**config.mk**
```make
export PLATFORM = sky130hd
export DESIGN_NAME = serial_addsub_flat
export DESIGN_NICKNAME = d
export VERILOG_FILES = /design/src/rtl/serial_addsub_if.sv /design/src/rtl/serial_addsub.sv /design/src/flat_wrapper.sv
export SDC_FILE = /design/constraint.sdc
export NUM_CORES = 1
export LEC_CHECK = 0
export CAP_MARGIN = 15
export CORE_MARGIN = 5
export CORE_UTILIZATION = 40
export CTS_CLUSTER_SIZE = 30
export DETAILED_ROUTE_END_ITERATION = 6
export DONT_BUFFER_PORTS = 1
export GPL_TIMING_DRIVEN = 0
export PLACE_DENSITY = 0.52
export SLEW_MARGIN = 5
export SYNTH_ARGS = -nofsm -noshare
export SYNTH_HDL_FRONTEND = slang
export SYNTH_SLANG_ARGS = --single-unit
export TNS_END_PERCENT = 20
```
**constraint.sdc**
```tcl
create_clock -name clk -period 4.55 [get_ports clk]
set_input_delay 1.365 -clock clk [delete_from_list [all_inputs] [get_ports clk]]
set_output_delay 1.365 -clock clk [all_outputs]
set_load 0.02 [all_outputs]
```
**src/rtl/serial_addsub_if.sv**
```systemverilog
// Handshake and data bundle for the bit-serial add/subtract unit.
// The master issues requests; the slave (the unit) returns the result and flags.
interface serial_addsub_if #(
  parameter int WIDTH = 8
);
  logic             start;
  logic             op;
  logic [WIDTH-1:0] a;
  logic [WIDTH-1:0] b;
  logic             busy;
  logic             done;
  logic [WIDTH-1:0] result;
  logic             cout;
  logic             overflow;
  logic             zero;

  modport master (
    output start, op, a, b,
    input  busy, done, result, cout, overflow, zero
  );

  modport slave (
    input  start, op, a, b,
    output busy, done, result, cout, overflow, zero
  );
endinterface

```
**src/rtl/serial_addsub.sv**
```systemverilog
// Bit-serial add/subtract: one full-adder slice iterated LSB-first over WIDTH clocks.
// Subtraction is A + ~B + 1, so the carry register is seeded with op.
module serial_addsub #(
  parameter int WIDTH = 8
) (
  input  logic          clk,
  input  logic          rst,
  serial_addsub_if.slave bus
);

  localparam int CW = (WIDTH > 1) ? $clog2(WIDTH) : 1;

  typedef enum logic [1:0] {
    IDLE = 2'd0,
    RUN  = 2'd1,
    DONE = 2'd2
  } state_e;

  state_e           state_q,  state_d;
  logic [CW-1:0]    cnt_q,    cnt_d;
  logic [WIDTH-1:0] a_sr_q,   a_sr_d;
  logic [WIDTH-1:0] b_sr_q,   b_sr_d;
  logic [WIDTH-1:0] res_sr_q, res_sr_d;
  logic             carry_q,  carry_d;
  logic [WIDTH-1:0] result_q, result_d;
  logic             cout_q,   cout_d;
  logic             ovf_q,    ovf_d;
  logic             zero_q,   zero_d;

  logic sum_bit;
  logic slice_cout;

  assign sum_bit    = a_sr_q[0] ^ b_sr_q[0] ^ carry_q;
  assign slice_cout = (a_sr_q[0] & b_sr_q[0]) | (carry_q & (a_sr_q[0] ^ b_sr_q[0]));

  always_comb begin
    // NOTE: every signal gets its hold value first so no path through the case leaves it unassigned (no latch).
    state_d  = state_q;
    cnt_d    = cnt_q;
    a_sr_d   = a_sr_q;
    b_sr_d   = b_sr_q;
    res_sr_d = res_sr_q;
    carry_d  = carry_q;
    result_d = result_q;
    cout_d   = cout_q;
    ovf_d    = ovf_q;
    zero_d   = zero_q;

    unique case (state_q)
      IDLE: begin
        if (bus.start) begin
          a_sr_d  = bus.a;
          b_sr_d  = bus.op ? ~bus.b : bus.b;
          carry_d = bus.op;
          cnt_d   = '0;
          state_d = RUN;
        end
      end
      RUN: begin
        res_sr_d = {sum_bit, res_sr_q[WIDTH-1:1]};
        carry_d  = slice_cout;
        a_sr_d   = a_sr_q >> 1;
        b_sr_d   = b_sr_q >> 1;
        cnt_d    = cnt_q + CW'(1);
        if (cnt_q == CW'(WIDTH - 1)) begin
          // carry_q here is the carry into the MSB slice
          result_d = res_sr_d;
          cout_d   = slice_cout;
          ovf_d    = carry_q ^ slice_cout;
          zero_d   = (res_sr_d == '0);
          state_d  = DONE;
        end
      end
      DONE: state_d = IDLE;
      default: state_d = IDLE;
    endcase
  end

  // NOTE: state updates use non-blocking assignments so every flop samples pre-edge values.
  always_ff @(posedge clk) begin
    if (rst) begin
      state_q  <= IDLE;
      cnt_q    <= '0;
      a_sr_q   <= '0;
      b_sr_q   <= '0;
      res_sr_q <= '0;
      carry_q  <= 1'b0;
      result_q <= '0;
      cout_q   <= 1'b0;
      ovf_q    <= 1'b0;
      zero_q   <= 1'b0;
    end else begin
      state_q  <= state_d;
      cnt_q    <= cnt_d;
      a_sr_q   <= a_sr_d;
      b_sr_q   <= b_sr_d;
      res_sr_q <= res_sr_d;
      carry_q  <= carry_d;
      result_q <= result_d;
      cout_q   <= cout_d;
      ovf_q    <= ovf_d;
      zero_q   <= zero_d;
    end
  end

  assign bus.busy     = (state_q == RUN);
  assign bus.done     = (state_q == DONE);
  assign bus.result   = result_q;
  assign bus.cout     = cout_q;
  assign bus.overflow = ovf_q;
  assign bus.zero     = zero_q;

endmodule

```
**src/flat_wrapper.sv**
```systemverilog
// flat-port wrapper written by rule: the top's interface ports become plain ports
module serial_addsub_flat 
#(
  parameter int WIDTH = 8
)
  (clk, rst, bus_start, bus_op, bus_a, bus_b, bus_busy, bus_done, bus_result, bus_cout, bus_overflow, bus_zero);
  serial_addsub_if #(.WIDTH(WIDTH)) bus_i ();
  input  logic clk;
  input  logic rst;
  input wire logic [$bits(bus_i.start)-1:0] bus_start;
  input wire logic [$bits(bus_i.op)-1:0] bus_op;
  input wire logic [$bits(bus_i.a)-1:0] bus_a;
  input wire logic [$bits(bus_i.b)-1:0] bus_b;
  output wire logic [$bits(bus_i.busy)-1:0] bus_busy;
  output wire logic [$bits(bus_i.done)-1:0] bus_done;
  output wire logic [$bits(bus_i.result)-1:0] bus_result;
  output wire logic [$bits(bus_i.cout)-1:0] bus_cout;
  output wire logic [$bits(bus_i.overflow)-1:0] bus_overflow;
  output wire logic [$bits(bus_i.zero)-1:0] bus_zero;
  assign bus_i.start = bus_start;
  assign bus_i.op = bus_op;
  assign bus_i.a = bus_a;
  assign bus_i.b = bus_b;
  assign bus_busy = bus_i.busy;
  assign bus_done = bus_i.done;
  assign bus_result = bus_i.result;
  assign bus_cout = bus_i.cout;
  assign bus_overflow = bus_i.overflow;
  assign bus_zero = bus_i.zero;
  serial_addsub #(.WIDTH(WIDTH)) u_core (.clk(clk), .rst(rst), .bus(bus_i));
endmodule
```
==> metrics.csv, run 1 <==
metric;value;unit
syn nets;239;
GRT Util Overall;14.58;%
Post-synth EDFFs;0;
R2R setup slack;3.02;ns
I/O pin count;33;
Worst Setup EP;bus_done;
area of the multi-input gates;858.3;µm²
worst min path class;flop to flop;
Vias;1469;
die width;77.00;µm
HPWL after detailed placement;3.006;mm
Final Hold Viols;0;
# H-tree levels;2;
outcome;complete, no violations;
Final nets;246;
row count;24;
crit start category;flop;
CTS tree;yes;
initial antenna violation count;0;
Synth warnings;0;
Synth Flop Type;dfxtp_1;
share of layout cells above drive strength 1;12.05;%
Register Area;800.8;µm²
post-route setup TNS;0;ns
R2R depth;6;
via-per-instance ratio;5.322;
FMAX;335.4;MHz
Detail Route Antenna Nets;0;
RSZ-0062 raised after global routing;no;
worst r2r src;u_core.cnt_q[0];
vias in the first global route;1443;
post-cts repair resize count;0;
power per cell area;376.3;nW/µm²
maximum number of pins on one net before global-route repair;13;
1st-pass router iterations;4;
synth unique cells;31;
I/O Buffers;0;
Post-Syn Instances;216;
residual DRC count;0;
Initial Util;41.24;%
Clock Latency Late Sink;0.29;ns
Clock Path Buffers;2;
Crit path required time;3.18;ns
die area;5928;µm²
routability cong.;0.7646;
Clock transition at path regs;0.08;ns
share of the synthesized area in the top cell type;44.60;%
crit path time final;2.982;ns
WL/cell;15.07;µm
Syn Std Cell Area;1795;µm²
Die H;77.00;µm
CP Class;flop to output port;
first-pass GRT wire length;7.134;mm
First DRT Iteration DRCs;134;
Routed Wire Length;4.158;mm
largest cells by area after synthesis;dfxtp_1 (45%), a21oi_1 (9.5%), nand2_1 (7.3%), nor2_1 (6.1%), o221a_2 (5.0%);
Core Box Area;4354;µm²
r2r endpoint;u_core.bus.result[0];
Seq/Total Area, Yosys;44.60;%
CTS buffer count;5;
grt total ovfl;0;
final setup violation count;0;
worst rel slew slack;67.43;%
Worst setup EP type;output port;
Critical Path Start;u_core.state_q[1];
synthesis-to-finish area growth;9.617;%
max-slew violation count;0;
fin crit share;65.53;%
post-synth top area cell;dfxtp_1;
VDD IR max;0.2009;mV
Async SR Flop Fraction;0;%
hold_buf cts;0;
most frequent cells in the layout;dfxtp_1 (40), nand2_1 (35), a21oi_1 (34);
Avg Synthesized Cell Area;8.312;µm²
Slew @ Worst Pin;0.4885;ns
clk root buf;clkbuf_8;
min-delay src;u_core.res_sr_q[1];
Yosys reg bits;40;
clk sink count;40;
Post-CTS Setup Inserts;0;
most common cell after layout, fill and taps aside;dfxtp_1;
critical path arrival;1.62;ns
filler cell count;427;
Final Worst Setup Slack;1.568;ns
dpl ws;1.900;ns
Worst Path Max Fanout;10;
maxcap violations;0;
ANT cells;0;
Clock Skews;0.006109;ns
Leak;0.7426;nW
[critical path, stage by stage (launching register included)]
cell	delay, ns
dfxtp_1	0.31
buf_2	0.18
clkbuf_1	0.40
nor2b_1	0.43
[Yosys cell counts (2+ instances only)]
library cell  count
buf_2             7
nor2_1           29
o221a_2           8
a22oi_1           2
a221o_1           7
buf_6             2
nand2b_1          2
nand2_1          35
ha_1              2
inv_1            10
nand3b_1          2
dfxtp_1          40
nor2b_1           2
xnor2_1           9
nor4_1            2
a21oi_1          34
clkbuf_1          9
[state kept, by name (all words and copies together), names as in the netlist]
signal	cells
u_core.state_q	2
u_core.carry_q	1
u_core.res_sr_q	7
u_core.bus.result	8
u_core.bus.overflow	1
u_core.a_sr_q	8
u_core.bus.zero	1
u_core.cnt_q	3
u_core.bus.cout	1
u_core.b_sr_q	8
[layer usage]
metal	track usage (%)	vias to the layer above	share of wire, %
met2	21.31	34	46
met4	4.639	0	0.46
met1	20.00	686	47
met5	0	-	0
li1	-	747	-
met3	5.152	2	7.2
[how the worst min path moves through the flow]
| stage | cells past startpoint | end | slack [ns] |
|---|---|---|---|
| after floorplan | 2 | u_core.bus.result[0] | 0.44 |
| after global placement | 2 | u_core.res_sr_q[1] | 0.47 |
| after detailed placement | 1 | u_core.b_sr_q[1] | 0.47 |
| after CTS | 2 | u_core.res_sr_q[1] | 0.49 |
| after global routing | 1 | u_core.b_sr_q[0] | 0.51 |
| final | 2 | u_core.bus.result[0] | 0.49 |
[stage by stage]
step	area (µm²)	hold WS (ns)	power (mW)	util, %	std cells
CTS	1968	0.4875	0.7494	45.20	276
global route	1968	0.5103	0.7821	45.20	276
finish	1968	0.4873	0.7406	45.20	276
detailed placement	1861	0.4741	0.4631	42.73	268
global placement	1861	0.4665	0.4596	42.73	268
floorplan	1795	0.4448	0.4445	-	216
[report_power, final]
group / total [mW] / leakage (nW) / switching (mW) / internal [mW]
clock network: 0.286 / 0.0552 / 0.123 / 0.163
logic: 0.0781 / 0.361 / 0.0425 / 0.0355
registers: 0.376 / 0.326 / 0.0116 / 0.365
[layout make-up]
| type | instances | area share (%) |
|---|---|---|
| Inverter | 10 | 1.907 |
| Sequential cell | 40 | 40.69 |
| Tap cell | 52 | 3.306 |
| Clock inverter | 2 | 1.780 |
| Clock buffer | 6 | 3.687 |
| Buffer | 19 | 5.022 |
| Multi-Input combinational cell | 147 | 43.61 |
[cell families (layout without fill, tap and decap cells)]
group	after synthesis	after routing	share of synthesized area (%)
XOR/XNOR	9	9	4.390
multiplexers	2	2	1.185
flip-flops	40	40	44.60
buffers and inverters	29	37	7.596
adder cells (fa/ha/maj)	3	3	2.509
AND/OR/NAND/NOR	77	77	18.47
AO/OA/AOI/OAI	56	56	21.25
No activity file was read; power rests on OpenSTA's default activity.
==> run 2: changes to the inputs <==
==> constraint.sdc (replaced) <==
create_clock -name clk -period 3.1 [get_ports clk]
set_input_delay 0.93 -clock clk [delete_from_list [all_inputs] [get_ports clk]]
set_output_delay 0.93 -clock clk [all_outputs]
set_load 0.02 [all_outputs]
==> results of run 2 <==
The final DEF is identical to that of run 1. Status: complete, no violations.
Among the figures that moved: setup slack after placement 1.900 ns -> 0.8848 ns; setup slack after layout 1.568 ns -> 0.5532 ns; register-to-register setup slack 3.02 ns -> 1.57 ns; total power 0.7406 mW -> 1.087 mW; worst IR drop on VDD 0.2009 mV -> 0.2949 mV
